**src/rtl/rst_seq_pkg.sv**
```systemverilog
// Shared types and default parameters for the reset sequencing controller.
package rst_seq_pkg;

    typedef enum logic [1:0] {
        ST_HOLD    = 2'd0,
        ST_RELEASE = 2'd1,
        ST_DONE    = 2'd2
    } state_e;

    localparam int DEF_N_DOM    = 4;
    localparam int DEF_HOLD_CYC = 8;
    localparam int DEF_GAP_CYC  = 4;

endpackage

```
**src/rtl/rst_sync.sv**
```systemverilog
// Two-flop reset synchronizer: asynchronous assertion, deassertion after two clock edges.
module rst_sync (
    input  logic clk_i,
    input  logic rst_n_i,
    output logic rst_n_s_o
);

    logic [1:0] sync_q;

    always_ff @(posedge clk_i or negedge rst_n_i) begin
        if (!rst_n_i) begin
            sync_q <= '0;
        end else begin
            sync_q <= {sync_q[0], 1'b1};
        end
    end

    assign rst_n_s_o = sync_q[1];

endmodule

```
**src/rtl/rst_seq_ctrl.sv**
```systemverilog
// Releases N_DOM reset domains in order 0..N_DOM-1 after a hold interval, spaced by a gap
// interval; a software request restarts the whole sequence.
module rst_seq_ctrl
    import rst_seq_pkg::*;
#(
    parameter int N_DOM    = DEF_N_DOM,
    parameter int HOLD_CYC = DEF_HOLD_CYC,
    parameter int GAP_CYC  = DEF_GAP_CYC
) (
    input  logic             clk,
    input  logic             rst_n,
    input  logic             sw_rst_req,
    output logic [N_DOM-1:0] rst_out_n,
    output logic             seq_busy,
    output logic             seq_done
);

    localparam int MAX_CYC = (HOLD_CYC > GAP_CYC) ? HOLD_CYC : GAP_CYC;
    localparam int CNT_W   = $clog2(MAX_CYC + 1);
    localparam int IDX_W   = (N_DOM > 1) ? $clog2(N_DOM) : 1;

    localparam logic [CNT_W-1:0] HOLD_LAST = CNT_W'(HOLD_CYC - 1);
    localparam logic [CNT_W-1:0] GAP_LAST  = CNT_W'(GAP_CYC - 1);
    localparam logic [IDX_W-1:0] IDX_LAST  = IDX_W'(N_DOM - 1);

    logic rst_n_s;

    state_e           state_q, state_d;
    logic [CNT_W-1:0] cnt_q, cnt_d;
    logic [IDX_W-1:0] idx_q, idx_d;
    logic [N_DOM-1:0] out_q, out_d;
    logic             busy_q, busy_d;
    logic             done_q, done_d;
    logic             release_en;

    rst_sync u_rst_sync (
        .clk_i     (clk),
        .rst_n_i   (rst_n),
        .rst_n_s_o (rst_n_s)
    );

    always_ff @(posedge clk or negedge rst_n_s) begin
        if (!rst_n_s) begin
            state_q <= ST_HOLD;
            cnt_q   <= '0;
            idx_q   <= '0;
            out_q   <= '0;
            busy_q  <= 1'b1;
            done_q  <= 1'b0;
        end else begin
            state_q <= state_d;
            cnt_q   <= cnt_d;
            idx_q   <= idx_d;
            out_q   <= out_d;
            busy_q  <= busy_d;
            done_q  <= done_d;
        end
    end

    always_comb begin
        state_d    = state_q;
        cnt_d      = cnt_q;
        idx_d      = idx_q;
        out_d      = out_q;
        busy_d     = busy_q;
        done_d     = done_q;
        release_en = 1'b0;

        case (state_q)
            ST_HOLD: begin
                if (cnt_q == HOLD_LAST) release_en = 1'b1;
                else                    cnt_d = cnt_q + CNT_W'(1);
            end
            ST_RELEASE: begin
                if (cnt_q == GAP_LAST) release_en = 1'b1;
                else                   cnt_d = cnt_q + CNT_W'(1);
            end
            ST_DONE: ;
            default: state_d = ST_HOLD;
        endcase

        // Releases only ever OR in a bit, so a released domain stays released until restart.
        if (release_en) begin
            out_d = out_q | (N_DOM'(1) << idx_q);
            cnt_d = '0;
            if (idx_q == IDX_LAST) begin
                state_d = ST_DONE;
                busy_d  = 1'b0;
                done_d  = 1'b1;
            end else begin
                idx_d   = idx_q + IDX_W'(1);
                state_d = ST_RELEASE;
            end
        end

        // A request overrides everything: restart rather than queue.
        if (sw_rst_req) begin
            state_d = ST_HOLD;
            cnt_d   = '0;
            idx_d   = '0;
            out_d   = '0;
            busy_d  = 1'b1;
            done_d  = 1'b0;
        end
    end

    assign rst_out_n = out_q;
    assign seq_busy  = busy_q;
    assign seq_done  = done_q;

endmodule
```
**config.mk**
```make
export PLATFORM = sky130hd
export DESIGN_NAME = rst_seq_ctrl
export DESIGN_NICKNAME = d
export VERILOG_FILES = /design/src/rtl/rst_seq_pkg.sv /design/src/rtl/rst_sync.sv /design/src/rtl/rst_seq_ctrl.sv
export SDC_FILE = /design/constraint.sdc
export NUM_CORES = 1
export LEC_CHECK = 0
export CAP_MARGIN = 20
export CORE_MARGIN = 8
export CORE_UTILIZATION = 23
export DETAILED_ROUTE_END_ITERATION = 7
export PLACE_DENSITY_LB_ADDON = 0.05
export SYNTH_ARGS = -nofsm -noshare
export SYNTH_HDL_FRONTEND = slang
export SYNTH_HIERARCHICAL = 1
export SYNTH_SLANG_ARGS = --single-unit
```
**constraint.sdc**
```tcl
create_clock -name clk -period 0.8 [get_ports clk]
set_input_delay 0.08 -clock clk [delete_from_list [all_inputs] [get_ports clk]]
set_output_delay 0.08 -clock clk [all_outputs]
set_load 0.02 [all_outputs]
```
==> reports/results.ini <==
[status]
status=complete, but fails checks
violations=negative setup slack

[placed_design]
gp_congestion=0.640
place_area_um2=1080
numPortBuffers=8
hpwl_um=1260

[clock_tree]
cts_tree=yes
clk-insertion-delay-late_ns=0.30
cts_buffers=3
htree_levels=1
clk_pin_slew_ns=0.11
clockRootBuffer=clkbuf_4
clock-sinks=16
cts_buffer_depth=2

[timing]
post-route-period-util_pct=199
holdWs_ns=0.169
slew_viol_final=0
period_needed_ns=1.59
fmax_mhz=628
finClkSkew_ns=0.00719
setup_viol_count_final=20
worst_slack_ns=-0.792
fin_setup_tns_ns=-8.07
hold_viol_final=0
grt_setup_unrepaired=yes

[min_path]
hold_path_class=flip-flop to async pin

[finish]
final_cell_mix=19 x buf_4, 13 x dfrtp_1, 9 x buf_6
register_area_um2=404
layout-area-overhead-vs-synth_pct=57.5
post_route_cells_drive_above_1_share_pct=52.9
fin_util_pct=37.2
multi_input_area_um2=439
nets=111
final_common_cell=buf_4
fin_area_um2=1230
antenna_cells=0
fillers=359

[die]
io_pins=9
die_area_um2=5510
fp.dieW_um=74.3
initial_core_util_pct=23.6
core_um2=3310
die_height_um=74.3
num_rows=21

[setup_path]
cp-start-kind=flip-flop
r2r_start=idx_q[0]
critPathArrivalTime_ns=1.78
critical_path_class=flip-flop to flip-flop
crit_start=idx_q[0]
critPathMaxFanout=2
cp_data_required_time_ns=0.98
end_kind=flip-flop

[global_routing]
grt_pass1_wl_um=2860
antenna_found_initial=0
grt_max_degree=15
grt.overflow.total=0
grt_pass1_vias=624
track_usage_pct=6.90

[drt]
detail_route.wl_per_cell_um=11.3
drtPass1Iterations=3
dr_total_vias=582
vias_per_cell=3.93
drt.antenna.violating_nets=0
drt_iter0_drc=19
drt_drc_violations_left=0
wirelength_um=1670

[logic_synthesis]
syn_avg_cell_area_um2=11.2
ys_dominant_reg_cell=dfrtp_1
synth_cells=70
async_flop_share_pct=100
synth_edf_count=0
synth_seq_cells=16
synth_top_area_share_pct=48.1
synth_area_um2=781
syn_nets=78
synth.distinct_cells=25
yosys_warnings=6
synthTopCellsByArea=dfrtp_1 48%, ha_1 8.0%, nand2b_1 4.8%
synth-seq-area-share_pct=51.4
yosysTopAreaCell=dfrtp_1

[pwr]
p_leak_nw=0.524
vdd_ir_drop_max_uv=895
power.density_nw_per_um2=1330

[job]
cap_violations=0

==> metal layers <==
layer  vias to the layer above  wire, µm  GRT usage, %
li1                        296         -             -
met1                       274       828          8.61
met2                        10       744          10.2
met3                         2        86          3.50
met4                         0        13          1.96
met5                         -         0             0
==> kinds of logic (layout without fill, tap and decap cells) <==
kind of cell	count (synthesis)	after routing	synth area share [%]
other	1	1	0.480
XOR/XNOR	5	5	5.61
AO/OA/AOI/OAI	8	8	6.41
multiplexers	3	3	4.01
adder cells (fa/ha/maj)	5	5	8.01
flip-flops	16	16	51.4
buffers and inverters	8	40	4.81
AND/OR/NAND/NOR	24	24	19.2
==> synth_stat cells, drive strengths merged, types with 2 or more instances <==
cell	count
inv	5
nor3	6
clkbuf	2
dfrtp	15
nand2b	6
nor2	6
xor2	4
mux2i	2
o22ai	3
a21oi	3
ha	5
==> stage by stage <==
step / setup slack (ns) / power [mW] / cells
after floorplan: -0.810 / 0.951 / 70
after global placement: -0.787 / 1.05 / 140
after detailed placement: -0.807 / 1.05 / 140
after CTS: -0.802 / 1.65 / 147
after global routing: -0.860 / 1.70 / 148
final: -0.792 / 1.63 / 148
==> power breakdown <==
| group | internal [mW] | switching [mW] | leakage (nW) | total (mW) |
|---|---|---|---|---|
| sequential | 0.829 | 0.0138 | 0.210 | 0.843 |
| clock | 0.277 | 0.286 | 0.0210 | 0.564 |
| combinational | 0.123 | 0.103 | 0.294 | 0.226 |
==> state kept, by name, indices dropped and copies added (netlist names) <==
signal / cells
idx_q: 2
cnt_q: 4
seq_busy: 1
state_q: 2
rst_out_n: 4
seq_done: 1
u_rst_sync/sync_q: 2
==> worst max-delay path, cell delays in order (launching register included) <==
cell and delay (ns):
dfrtp_1 0.39, ha_2 0.19, or4b_4 0.50, nor2_4 0.11, mux2_4 0.30
==> what timing repair did <==
item | CTS | global route
pin swaps | 5 | 3
gates resized for setup | 46 | 6
endpoints found under the setup margin | 20 | 20
hold buffers | 1 | 0
setup buffers | 2 | 1
hold endpoints to repair | 2 | 0
==> cell type report <==
type | instances | area share (%)
Multi-Input combinational cell | 46 | 35.7
Sequential cell | 16 | 32.9
Timing Repair Buffer | 31 | 22.3
Tap cell | 46 | 4.68
Clock buffer | 4 | 2.95
Inverter | 5 | 1.53
==> final timing paths <==
| kind | endpoint | slack [ns] | cells past startpoint |
|---|---|---|---|
| setup / recovery | idx_q[0] | -0.79 | 4 |
| hold / removal | state_q[1] | 0.17 | 1 |
| setup reg to reg | idx_q[0] | -0.79 | 4 |
| hold reg to reg | state_q[1] | 0.17 | 1 |
| max in group asynchronous | u_rst_sync/sync_q[0] | 0.22 | 2 |
| min in group clk | u_rst_sync/sync_q[1] | 0.36 | 0 |
No activity file was read; power rests on OpenSTA's default activity.
